`src/rtl/vctrl_pkg.sv`:
```
// Shared types, opcode constants and the opcode decoder for the vector control sequencer.
// VEC_MEM_EN enables decoding of the vector load/store opcodes as multi-beat vector ops.
package vctrl_pkg;

   typedef struct packed {
      logic       reg_dst;
      logic [1:0] alu_op;
      logic       alu_src;
      logic       reg_write;
      logic       mem_rd;
      logic       mem_wr;
      logic       vmem_wr;
      logic       branch;
      logic       mem_to_reg;
      logic       imm_sel;
      logic       vec;
   } ctrl_t;

   localparam logic [6:0] OP_ADDI = 7'b0010011;
   localparam logic [6:0] OP_R    = 7'b0110011;
   localparam logic [6:0] OP_BR   = 7'b1100011;
   localparam logic [6:0] OP_LD   = 7'b0000011;
   localparam logic [6:0] OP_ST   = 7'b0100011;
   localparam logic [6:0] OP_VEC  = 7'b1010111;
   localparam logic [6:0] OP_VLD  = 7'b0000111;
   localparam logic [6:0] OP_VST  = 7'b0100111;

   function automatic ctrl_t decode_op(input logic [6:0] op);
      ctrl_t c;
      c = '0;
      case (op)
         OP_R: begin
            c.alu_op    = 2'b10;
            c.reg_write = 1'b1;
            c.reg_dst   = 1'b1;
         end
         OP_BR: begin
            c.alu_op  = 2'b01;
            c.alu_src = 1'b1;
            c.branch  = 1'b1;
         end
         OP_LD: begin
            c.alu_src    = 1'b1;
            c.mem_rd     = 1'b1;
            c.mem_to_reg = 1'b1;
            c.reg_write  = 1'b1;
         end
         OP_ST: begin
            c.alu_src = 1'b1;
            c.mem_wr  = 1'b1;
            c.imm_sel = 1'b1;
         end
         OP_VEC: begin
            c.reg_write = 1'b1;
            c.reg_dst   = 1'b1;
            c.vec       = 1'b1;
         end
`ifdef VEC_MEM_EN
         OP_VLD: begin
            c.alu_src    = 1'b1;
            c.mem_rd     = 1'b1;
            c.mem_to_reg = 1'b1;
            c.reg_write  = 1'b1;
            c.vec        = 1'b1;
         end
         OP_VST: begin
            c.alu_src = 1'b1;
            c.vmem_wr = 1'b1;
            c.imm_sel = 1'b1;
            c.vec     = 1'b1;
         end
`endif
         default: begin
            c.alu_op    = 2'b11;
            c.alu_src   = 1'b1;
            c.reg_write = 1'b1;
            c.reg_dst   = 1'b1;
         end
      endcase
      return c;
   endfunction

endpackage

```
`src/rtl/vctrl_lane_mask_gen.sv`:
```
// Combinational lane mask and last-beat flag for a given beat index and vector length.
module vctrl_lane_mask_gen #(
   parameter int LANES  = 4,
   parameter int VL_W   = 5,
   parameter int BEAT_W = 2
) (
   input  logic [BEAT_W-1:0] beat_i,
   input  logic [VL_W-1:0]   vl_i,
   output logic [LANES-1:0]  lane_mask_o,
   output logic              last_o
);

   always_comb begin
      lane_mask_o = '0;
      for (int i = 0; i < LANES; i++) begin
         lane_mask_o[i] = ((int'(beat_i) * LANES) + i) < int'(vl_i);
      end
      // vl==0 yields last on beat 0, giving the single empty beat
      last_o = ((int'(beat_i) + 1) * LANES) >= int'(vl_i);
   end

endmodule

```
`src/rtl/vector_ctrl_sequencer.sv`:
```
// Decodes opcodes to a control word and issues it as one or more registered beats.
// VEC_MEM_EN enables vector load/store opcodes; otherwise ctrl_o.vmem_wr is tied to 0.
//
//   state   | meaning
//   IDLE    | no further beats pending; output register accepts a new op
//   SEQ     | vector op in flight, beats_left > 0 beats still to load
module vector_ctrl_sequencer
   import vctrl_pkg::*;
#(
   parameter  int LANES  = 4,
   parameter  int VLMAX  = 16,
   localparam int VL_W   = $clog2(VLMAX + 1),
   localparam int BEAT_W = (VLMAX / LANES > 1) ? $clog2(VLMAX / LANES) : 1
) (
   input  logic              clk_i,
   input  logic              rst_i,
   input  logic              valid_i,
   output logic              ready_o,
   input  logic [6:0]        Op_i,
   input  logic [VL_W-1:0]   vl_i,
   output logic              valid_o,
   input  logic              ready_i,
   output ctrl_t             ctrl_o,
   output logic [BEAT_W-1:0] beat_o,
   output logic [LANES-1:0]  lane_mask_o,
   output logic              last_o
);

   localparam logic [0:0] ST_IDLE = 1'b0;
   localparam logic [0:0] ST_SEQ  = 1'b1;

   logic [0:0]        state_q, state_d;
   logic              valid_q, valid_d;
   ctrl_t             ctrl_q, ctrl_d;
   logic [BEAT_W-1:0] beat_q, beat_d;
   logic [LANES-1:0]  mask_q, mask_d;
   logic              last_q, last_d;
   logic [BEAT_W-1:0] beats_left_q, beats_left_d;
   logic [VL_W-1:0]   vl_q, vl_d;

   ctrl_t             dec;
   logic [VL_W-1:0]   vl_clamp;
   logic [BEAT_W-1:0] gen_beat;
   logic [VL_W-1:0]   gen_vl;
   logic [LANES-1:0]  gen_mask;
   logic              gen_last;
   logic              out_free;
   int                n_beats;

   assign ready_o = (beats_left_q == '0) && (!valid_q || ready_i);
   assign out_free = !valid_q || ready_i;

   always_comb begin
      dec      = decode_op(Op_i);
      vl_clamp = (vl_i > VL_W'(VLMAX)) ? VL_W'(VLMAX) : vl_i;
      n_beats  = (vl_clamp == '0) ? 1 : (int'(vl_clamp) + LANES - 1) / LANES;
      gen_beat = (state_q == ST_SEQ) ? beat_q + BEAT_W'(1) : '0;
      gen_vl   = (state_q == ST_SEQ) ? vl_q : vl_clamp;
   end

   vctrl_lane_mask_gen #(
      .LANES  (LANES),
      .VL_W   (VL_W),
      .BEAT_W (BEAT_W)
   ) u_mask_gen (
      .beat_i      (gen_beat),
      .vl_i        (gen_vl),
      .lane_mask_o (gen_mask),
      .last_o      (gen_last)
   );

   always_comb begin
      state_d      = state_q;
      valid_d      = valid_q;
      ctrl_d       = ctrl_q;
      beat_d       = beat_q;
      mask_d       = mask_q;
      last_d       = last_q;
      beats_left_d = beats_left_q;
      vl_d         = vl_q;
      if (out_free) begin
         if (state_q == ST_SEQ) begin
            valid_d      = 1'b1;
            beat_d       = gen_beat;
            mask_d       = gen_mask;
            last_d       = gen_last;
            beats_left_d = beats_left_q - BEAT_W'(1);
         end else if (valid_i) begin
            valid_d = 1'b1;
            ctrl_d  = dec;
            beat_d  = '0;
            if (dec.vec) begin
               vl_d         = vl_clamp;
               mask_d       = gen_mask;
               last_d       = gen_last;
               beats_left_d = BEAT_W'(n_beats - 1);
               // an empty vector op must not write anything
               if (vl_clamp == '0) begin
                  ctrl_d.reg_write = 1'b0;
                  ctrl_d.mem_wr    = 1'b0;
                  ctrl_d.vmem_wr   = 1'b0;
               end
            end else begin
               mask_d       = '1;
               last_d       = 1'b1;
               beats_left_d = '0;
            end
         end else begin
            valid_d = 1'b0;
         end
      end
      state_d = (beats_left_d != '0) ? ST_SEQ : ST_IDLE;
   end

   always_ff @(posedge clk_i) begin
      if (rst_i) begin
         state_q      <= ST_IDLE;
         valid_q      <= 1'b0;
         ctrl_q       <= '0;
         beat_q       <= '0;
         mask_q       <= '0;
         last_q       <= 1'b0;
         beats_left_q <= '0;
         vl_q         <= '0;
      end else begin
         state_q      <= state_d;
         valid_q      <= valid_d;
         ctrl_q       <= ctrl_d;
         beat_q       <= beat_d;
         mask_q       <= mask_d;
         last_q       <= last_d;
         beats_left_q <= beats_left_d;
         vl_q         <= vl_d;
      end
   end

   always_comb begin
      ctrl_o = ctrl_q;
`ifndef VEC_MEM_EN
      ctrl_o.vmem_wr = 1'b0;
`endif
   end

   assign valid_o     = valid_q;
   assign beat_o      = beat_q;
   assign lane_mask_o = mask_q;
   assign last_o      = last_q;

endmodule
```
`config.mk`:
```
export PLATFORM = sky130hd
export DESIGN_NAME = vector_ctrl_sequencer
export DESIGN_NICKNAME = d
export VERILOG_FILES = /design/src/rtl/vctrl_pkg.sv /design/src/rtl/vctrl_lane_mask_gen.sv /design/src/rtl/vector_ctrl_sequencer.sv
export SDC_FILE = /design/constraint.sdc
export NUM_CORES = 1
export LEC_CHECK = 0
export ABC_AREA = 1
export CAP_MARGIN = 20
export CELL_PAD_IN_SITES_DETAIL_PLACEMENT = 1
export CELL_PAD_IN_SITES_GLOBAL_PLACEMENT = 1
export CORE_MARGIN = 3
export CORE_UTILIZATION = 34
export DETAILED_ROUTE_END_ITERATION = 10
export PLACE_DENSITY_LB_ADDON = 0.1
export SLEW_MARGIN = 15
export SYNTH_ARGS = -nofsm -noshare
export SYNTH_HDL_FRONTEND = slang
export SYNTH_SLANG_ARGS = --single-unit
```
`constraint.sdc`:
```
create_clock -name clk_i -period 2.35 [get_ports clk_i]
set_input_delay 0.47 -clock clk_i [delete_from_list [all_inputs] [get_ports clk_i]]
set_output_delay 0.47 -clock clk_i [all_outputs]
set_load 0.01 [all_outputs]
```
==> summary.md, run 1 <==
| Metric | Value |
|---|---|
| Critical path origin | `ready_i` |
| Via-to-Cell Ratio | `5.170` |
| Gpl congestion | `0.9166` |
| Clk root buf | `clkbuf_8` |
| Hold slack | `477.1 ps` |
| FF-to-FF Start | `state_q` |
| Vias in the first global route | `1,507` |
| # IOs | `37` |
| Sw Share | `0.3916` |
| DRC Markers | `0` |
| Die Ht | `72.23 um` |
| # resized after CTS | `0` |
| Antenna diode count | `0` |
| CP Capture Type | `output pin` |
| Max cap viols | `0` |
| Gate Count Post-Synth | `204` |
| Post-CTS Setup Repair Bufs | `0` |
| Core region area | `4115 sq um` |
| Layout cells sized above 1 | `0.1130` |
| First-pass GRT wire length | `7272 um` |
| CP Class | `in2out` |
| DP HPWL | `3475 um` |
| Critical Path AT | `1740 ps` |
| Register area share after synthesis | `0.3490` |
| Int Power | `0.001130 W` |
| Clock Sinks | `26` |
| Fin. Hold Viols | `0` |
| Starting Density | `0.3624` |
| Nets@finish | `263` |
| Comb power frac | `0.477` |
| CTS tree | `built` |
| Die X | `72.23 um` |
| Fmax | `0.4528 GHz` |
| Initial antenna violation count | `0` |
| GRT Util Overall | `0.1765` |
| Area grow syn2layout | `30.45%` |
| # hold bufs at CTS | `0` |
| Die area | `5217 sq um` |
| R2R Setup Slk | `210 ps` |
| Max VDD drop | `0.3217 mV` |
| Minimum clock period | `2209 ps` |
| Wire per inst | `14.71 um` |
| CP Launch Type | `primary input` |
| CTS buffer count | `3` |
| DRT antenna net count | `0` |
| Via count | `1,494` |
| Placed Instances | `285` |
| Synth unique cells | `29` |
| Worst Hold Class | `reg2reg` |
| Port-buffer cells | `35` |
| Fillers | `518` |
| Maximum buffer depth of the clock tree | `2` |
| Detailed Route WL | `4252 um` |
| Net Switching | `0.0007276 W` |
| Worst Path Max Fanout | `5` |
| Synth warnings | `0` |
| Final period utilization | `0.9398` |
| Clock skew | `12.39 ps` |
| Syn Area/Cell | `7.311 sq um` |
| Outcome | `completed` |
| Cell Count, Final, Fillers Out | `289` |
| Mapped Nets | `227` |
| Row count | `23` |
| FF+latch count, synth | `26` |
| Pleak | `0.8363 nW` |
| GRT Residual Overflow | `0` |
| Worst-path clk slew | `100 ps` |
| Worst EP required | `1880 ps` |
| Cell area power density | `955.0 nW/um^2` |
| Worst-case reg-to-reg path depth | `11` |
| Detailed Routing Iterations Pass 1 | `4` |
| Area of the mapped netlist | `1491 sq um` |
| RSZ-0062 raised after global routing | `no` |
| Clk_lat worst skew | `290 ps` |
| Final setup viols | `0` |
| H-tree levels | `1` |
| Final Max Tran Viols | `0` |
| DRT iter0 DRCs | `52` |
| Crit Reg-Reg Endpoint | `last_o` |
| Sequential share of power | `0.315` |
| Setup crit end | `ready_o` |
| Largest net degree at the start of global routing | `16` |
| Clock power share | `0.208` |
[power by group through the flow]
stage | Combinational [W] | Sequential [W] | Clock (W)
floorplan | 0.000569 | 0.000601 | 0
global placement | 0.000839 | 0.000594 | 0
detailed placement | 0.000889 | 0.000597 | 0
CTS | 0.000895 | 0.000587 | 0.000398
global route | 0.00100 | 0.000598 | 0.000409
finish | 0.000886 | 0.000586 | 0.000387
[cells in the final DEF (no fill, tap or decap), types with 2 or more instances in the layout]
cell,n
nor3_2,2
nor2_2,2
inv_1,23
a21oi_1,22
buf_4,2
a21boi_1,2
nor2_4,6
ha_1,7
nor3_1,2
nand2_4,2
clkbuf_8,3
nand4_1,9
nand3_1,11
nand2_1,41
inv_2,4
o211ai_1,4
a21oi_2,2
nor2_1,13
o21ai_0,12
dfxtp_1,26
clkdlybuf4s50_1,35
[metal layers]
layer,global-route usage,vias up,routed length (um)
met5,0,-,0
met4,0.06889,0,70
met3,0.03463,6,195
met2,0.3134,33,2147
met1,0.2071,707,1839
li1,-,748,-
[sequential cells by signal, indices dropped and copies added (netlist names)]
register      flops
ctrl_o           10
vl_q              5
lane_mask_o       4
beat_o            2
beats_left_q      2
last_o            1
state_q           1
valid_o           1
[critical path, cell delays in order]
cell and delay (ps):
clkdlybuf4s50_1 510, nor2_4 80, nor2_1 120, clkdlybuf4s50_1 560
[through the flow]
step | util | total power, W | TNS, ps | setup slack [ps] | area [sq um]
CTS | 0.4728 | 0.001880 | 0 | 142.8 | 1946
floorplan | - | 0.001170 | 0 | 502.8 | 1491
global placement | 0.4555 | 0.001432 | 0 | 133.6 | 1874
global route | 0.4728 | 0.002007 | 0 | 2.823 | 1946
detailed placement | 0.4555 | 0.001486 | -48.60 | -48.60 | 1874
finish | 0.4728 | 0.001858 | 0 | 141.5 | 1946
[cells by family (layout without fill, tap and decap cells)]
group                    Yosys count  in the layout  synth area share
AND/OR/NAND/NOR                   91             91            0.3154
AO/OA/AOI/OAI                     45             45            0.1720
buffers and inverters             34             69            0.1023
flip-flops                        26             26            0.3490
adder cells (fa/ha/maj)            7              7           0.05872
other                              1              1          0.002514
[Yosys cell counts]
master	n	area, sq um
nand2_1	41	153.9
dfxtp_1	26	520.5
inv_1	23	86.33
a21oi_1	22	110.1
nor2_1	13	48.80
o21ai_0	12	60.06
nand3_1	11	55.05
nand4_1	9	56.30
ha_1	7	87.58
nor2_4	6	67.56
inv_2	4	15.01
o211ai_1	4	30.03
a21boi_1	2	15.01
a21oi_2	2	17.52
buf_4	2	15.01
buf_6	2	22.52
clkbuf_1	2	7.510
nand2_4	2	22.52
nor2_2	2	12.51
nor3_1	2	10.01
nor3_2	2	20.02
a22oi_1	1	7.510
conb_1	1	3.750
inv_4	1	6.260
nand2_2	1	6.260
nand3_2	1	10.01
nand3b_1	1	7.510
o21a_1	1	7.510
o22a_1	1	8.760
[how the worst min path moves through the flow]
stage | startpoint | endpoint | slack [ps] | cells after the start
6_report | vl_q[0] | vl_q[0] | 480 | 2
4_1_cts | ctrl_o[10] | ctrl_o[10] | 480 | 2
3_5_place_dp | ctrl_o[8] | ctrl_o[8] | 460 | 2
2_1_floorplan | vl_q[0] | vl_q[0] | 440 | 2
3_3_place_gp | ctrl_o[11] | ctrl_o[11] | 460 | 2
5_1_grt | vl_q[1] | vl_q[1] | 490 | 2
[cell type report]
class                      instances  area, sq um  area share
clock inverter                     1        30.03     0.01543
sequential                        26        520.5      0.2675
multi-input combinational        144        818.3      0.4206
inverter                          28        107.6     0.05531
tap                               50        62.56     0.03215
timing repair buffer              37        365.4      0.1878
clock buffer                       3        41.29     0.02122
(Power assumes the default switching activity.)
==> inputs of run 2 (changes only) <==
CTS_BUF_LIST = sky130_fd_sc_hd__clkbuf_4 sky130_fd_sc_hd__clkbuf_8 sky130_fd_sc_hd__clkbuf_16   (was default)
SLEW_MARGIN = default   (was 15)
==> results of run 2 <==
The final DEF is identical to that of run 1; final timing and power are the same.
==> RTL edit 1: new RTL, settings of run 1 <==
Set the parameter `VLMAX` to 8 (it was 16).
--- a/src/rtl/vector_ctrl_sequencer.sv
+++ b/src/rtl/vector_ctrl_sequencer.sv
@@ -10,3 +10,3 @@
    parameter  int LANES  = 4,
-   parameter  int VLMAX  = 16,
+   parameter  int VLMAX  = 8,
    localparam int VL_W   = $clog2(VLMAX + 1),
Ports: changed (resized beat_o and vl_i); port bits go from 37 to 35. The function was not compared with the original's and may differ.
==> RTL edit 1 against run 1 <==
Wire length fell by 25%; worst hold slack worse by 0.00064 ns; sequential share of layout area increased by 1.5 points; synthesized area fell by 22%; sequential cell count decreased by 4; worst setup slack gained 0.021 ns; cell count decreased by 15%; cell area is 20% lower.
Power is not compared: it rests on default switching activity, and its combinational part moved more than twofold at a synthesized area within 25%.
==> RTL edit 1: results <==
[cells_and_area]
layout-drive-gt1-share = 0.1139
instances_no_fill = 246
nets = 223
nFillCells = 428
largest_reg_flops = 10
n_antenna_cell = 0

[setup_path]
worstPathMaxFanout = 4
r2r_setup_slack_ns = 0.41
worstPathArrival_ns = 1.72

[sta]
clock_skew_ns = 0.007071

[grt]
grt_pass1_vias = 1280
grt_max_degree = 15
antenna_found_initial = 0
grt_first_pass_wirelength_mm = 5.630
track_usage = 0.1690

[route]
drt-initial-drc-count = 45
vias = 1171
wl_per_cell_um = 12.93

[yosys]
ys_top_cells_by_count = "nand2_1 (38), dfxtp_1 (22), nor2_1 (19)"
yosys_warnings = 0
synth.distinct_cells = 22
async_flop_share = 0
seq_area_frac_synth = 0.3785
synth-main-ff-cell = "dfxtp_1"
syn-num-nets = 187
synth_area_leaders = "dfxtp_1 (38%), nand2_1 (12%), a21oi_1 (7.3%)"
avgSynthCellArea_sq_um = 6.926

[clocking]
numCtsBuffers = 3
insertion_delay_ns = 0.31
cts-root-buf = "clkbuf_4"
post_cts_buffers = 0

[place]
io_buffer_count = 33
placed_cells = 243
place_hpwl_mm = 2.565
place.gp.congestion = 0.8810

[power_and_ir_drop]
ir_drop_mv = 0.2120

[status]
status = "complete, no violations"
RTL edit 1: cell count changes after synthesis, sizes merged, moves of 4 or more:
cell / delta
a21oi: -6
nand4: -7
nor2: +8
o211ai: -4
dfxtp: -4
inv: -9
RTL edit 1: logic make-up after synthesis:
family | synth area share
simple gates | 0.3484
compound gates | 0.1366
buf+inv | 0.09031
flops | 0.3785
fa+ha+maj | 0.04301
other cells | 0.003223
RTL edit 1: routing by layer:
layer	GRT usage	wire length [um]	share of wire
met2	0.3080	1596	0.50
met5	0	0	0
met3	0.01733	100	0.031
met4	0.05541	43	0.014
met1	0.2062	1441	0.45
RTL edit 1: final timing paths:
| kind | cells past startpoint | endpoint | start |
|---|---|---|---|
| worst min register to register | 2 | ctrl_o[1] | ctrl_o[1] |
| worst max register to register | 11 | lane_mask_o[1] | state_q |
| worst min-delay path | 2 | ctrl_o[1] | ctrl_o[1] |
| worst max-delay path | 4 | ready_o | ready_i |
RTL edit 1: critical path: stages:
cell	delay [ns]
clkdlybuf4s50_1	0.53
nor2_4	0.08
nor2_4	0.09
clkdlybuf4s50_1	0.54
RTL edit 1: through the flow:
step | hold WS (ns) | cell area, sq um | total power [mW] | util | worst slack, ns
2_1_floorplan | 0.4392 | 1164 | 0.4852 | - | 0.7395
3_3_place_gp | 0.4525 | 1534 | 0.5676 | 0.4865 | 0.1152
3_5_place_dp | 0.4619 | 1534 | 0.5728 | 0.4865 | 0.04945
4_1_cts | 0.4825 | 1556 | 0.7468 | 0.4937 | 0.1469
5_1_grt | 0.5028 | 1556 | 0.7880 | 0.4937 | 0.1213
6_report | 0.4765 | 1556 | 0.7355 | 0.4937 | 0.1623
RTL edit 1: cell type report:
class / instances / area (sq um) / area share
Multi-Input combinational cell: 122 / 618.1 / 0.3971
Sequential cell: 22 / 440.4 / 0.2830
Timing Repair Buffer: 35 / 345.3 / 0.2219
Inverter: 20 / 75.07 / 0.04823
Tap cell: 44 / 55.05 / 0.03537
Clock buffer: 3 / 22.52 / 0.01447
RTL edit 1: power by group through the flow:
stage	Clock [mW]	Combinational, mW	Sequential (mW)
floorplan	0	0.0690	0.416
global placement	0	0.160	0.407
detailed placement	0	0.164	0.408
CTS	0.181	0.166	0.400
global route	0.204	0.181	0.403
finish	0.173	0.163	0.399
==> RTL edit 2: new RTL, flow settings as in run 1 <==
Made on the original files. `vl_q` no longer has a reset.
--- a/src/rtl/vector_ctrl_sequencer.sv
+++ b/src/rtl/vector_ctrl_sequencer.sv
@@ -123,3 +123,2 @@
          beats_left_q <= '0;
-         vl_q         <= '0;
       end else begin
@@ -132,4 +131,7 @@
          beats_left_q <= beats_left_d;
-         vl_q         <= vl_d;
       end
+   end
+
+   always_ff @(posedge clk_i) begin
+      vl_q <= vl_d;
    end
Function: same outputs for any inputs over 10 cycles, from zero or initial values and one cycle with rst_i high; that may be too few to reach the edited logic, so the function may still have changed.
==> RTL edit 2 against run 1 <==
Sequential share of layout area increased by 2.4 points; cell area is 0.51% higher; clock power decreased by 15%; register-to-register slack better by 0.05 ns; largest power group unchanged; cell count rose by 0.35%; power shrank 3.9%; worst setup slack improved by 0.10 ns; synthesized cell count is 2.5% lower; synthesized area decreased by 2.3%; critical path depth unchanged; wire length fell by 8.7%; die area fell by 2.1%; sequential cell count unchanged.
==> RTL edit 2: results <==
[route]
wl_per_cell_um = 13.39
via_per_inst = 4.931
drt-initial-drc-count = 38

[yosys]
synth-adder-area-share = 0.06009
synth_compound_gate_area_share = 0.1296
seq_area_frac_synth = 0.3914
synth_edf_count = 5
synth_area_leaders = "dfxtp_1 (29%), edfxtp_1 (10%), nand2_1 (10%)"
ys_top_cells_by_count = "nand2_1 (40), inv_1 (28), nor2_1 (22)"
syn-num-nets = 222
synth.area.mux_share = 0
synth.distinct_cells = 34

[cells_and_area]
nClkBuffers = 4
nMultiInputCombCells = 136
clock_area_frac = 0.03391
buf_share = 0.2060
nets = 264
multi_input_area_share = 0.3724
regArea_sq_um = 570.5
n_all_buffers = 42
nFillCells = 506
layout-drive-gt1-share = 0.1042
n_sequential_cell = 26
inv_count = 32
largest_reg_flops = 10

[setup_path]
worstPathMaxFanout = 3
reg2reg_depth = 11
cp_top_family = "buffers and inverters"
critPathMaxStageDelay_ns = 0.54
worstPathArrival_ns = 1.63
r2r_setup_slack_ns = 0.26

[sta]
holdWs_ns = 0.4751
period_needed_ns = 2.104
clock_skew_ns = 0.009720

[status]
status = "complete, no violations"

[power_and_ir_drop]
p_seq_frac = 0.331
power_density_nw_per_um2 = 913.4
pg_comb_uw = 865
p_leak_nw = 0.8969
ir_drop_mv = 0.3813
switching_power_uw = 683.0

[place]
place_hpwl_mm = 3.273
place_ws_ns = 0.1163
placed_cell_area_sq_um = 1889
place.gp.congestion = 0.8107

[clocking]
post_cts_buffers = 0
clk_pin_slew_ns = 0.10
cts_buffer_depth = 2
insertion_delay_ns = 0.27

[worst_hold_path]
min_path_type = "reg -> reg"
hold_end = "ctrl_o[1]"
min-delay-start = "ctrl_o[1]"

[grt]
grt_pass1_vias = 1392
grt_max_degree = 16
track_usage = 0.1551
==> RTL edit 2: cell types whose count changed after synthesis, moves of 2 or more <==
cell | run 1 | this run
nor2_1 | 13 | 22
a21oi_1 | 22 | 16
dfxtp_1 | 26 | 21
edfxtp_1 | 0 | 5
inv_1 | 23 | 28
nor2_4 | 6 | 1
o21ai_0 | 12 | 8
a21oi_2 | 2 | 0
inv_2 | 4 | 2
nand2_4 | 2 | 0
nand3_1 | 11 | 13
nand4_1 | 9 | 7
o211ai_1 | 4 | 2
==> RTL edit 2: stage by stage <==
step           std cells  total power, mW
2_1_floorplan        199            1.129
3_3_place_gp         286            1.443
3_5_place_dp         286            1.481
4_1_cts              290            1.809
5_1_grt              290            1.939
6_report             290            1.786
==> RTL edit 2: routing by layer <==
metal	vias up	part of all wire	GRT usage
met5	-	0	0
met4	0	0.0049	0.02505
met3	2	0.023	0.02104
met2	17	0.51	0.2929
met1	676	0.46	0.1882
li1	735	-	-
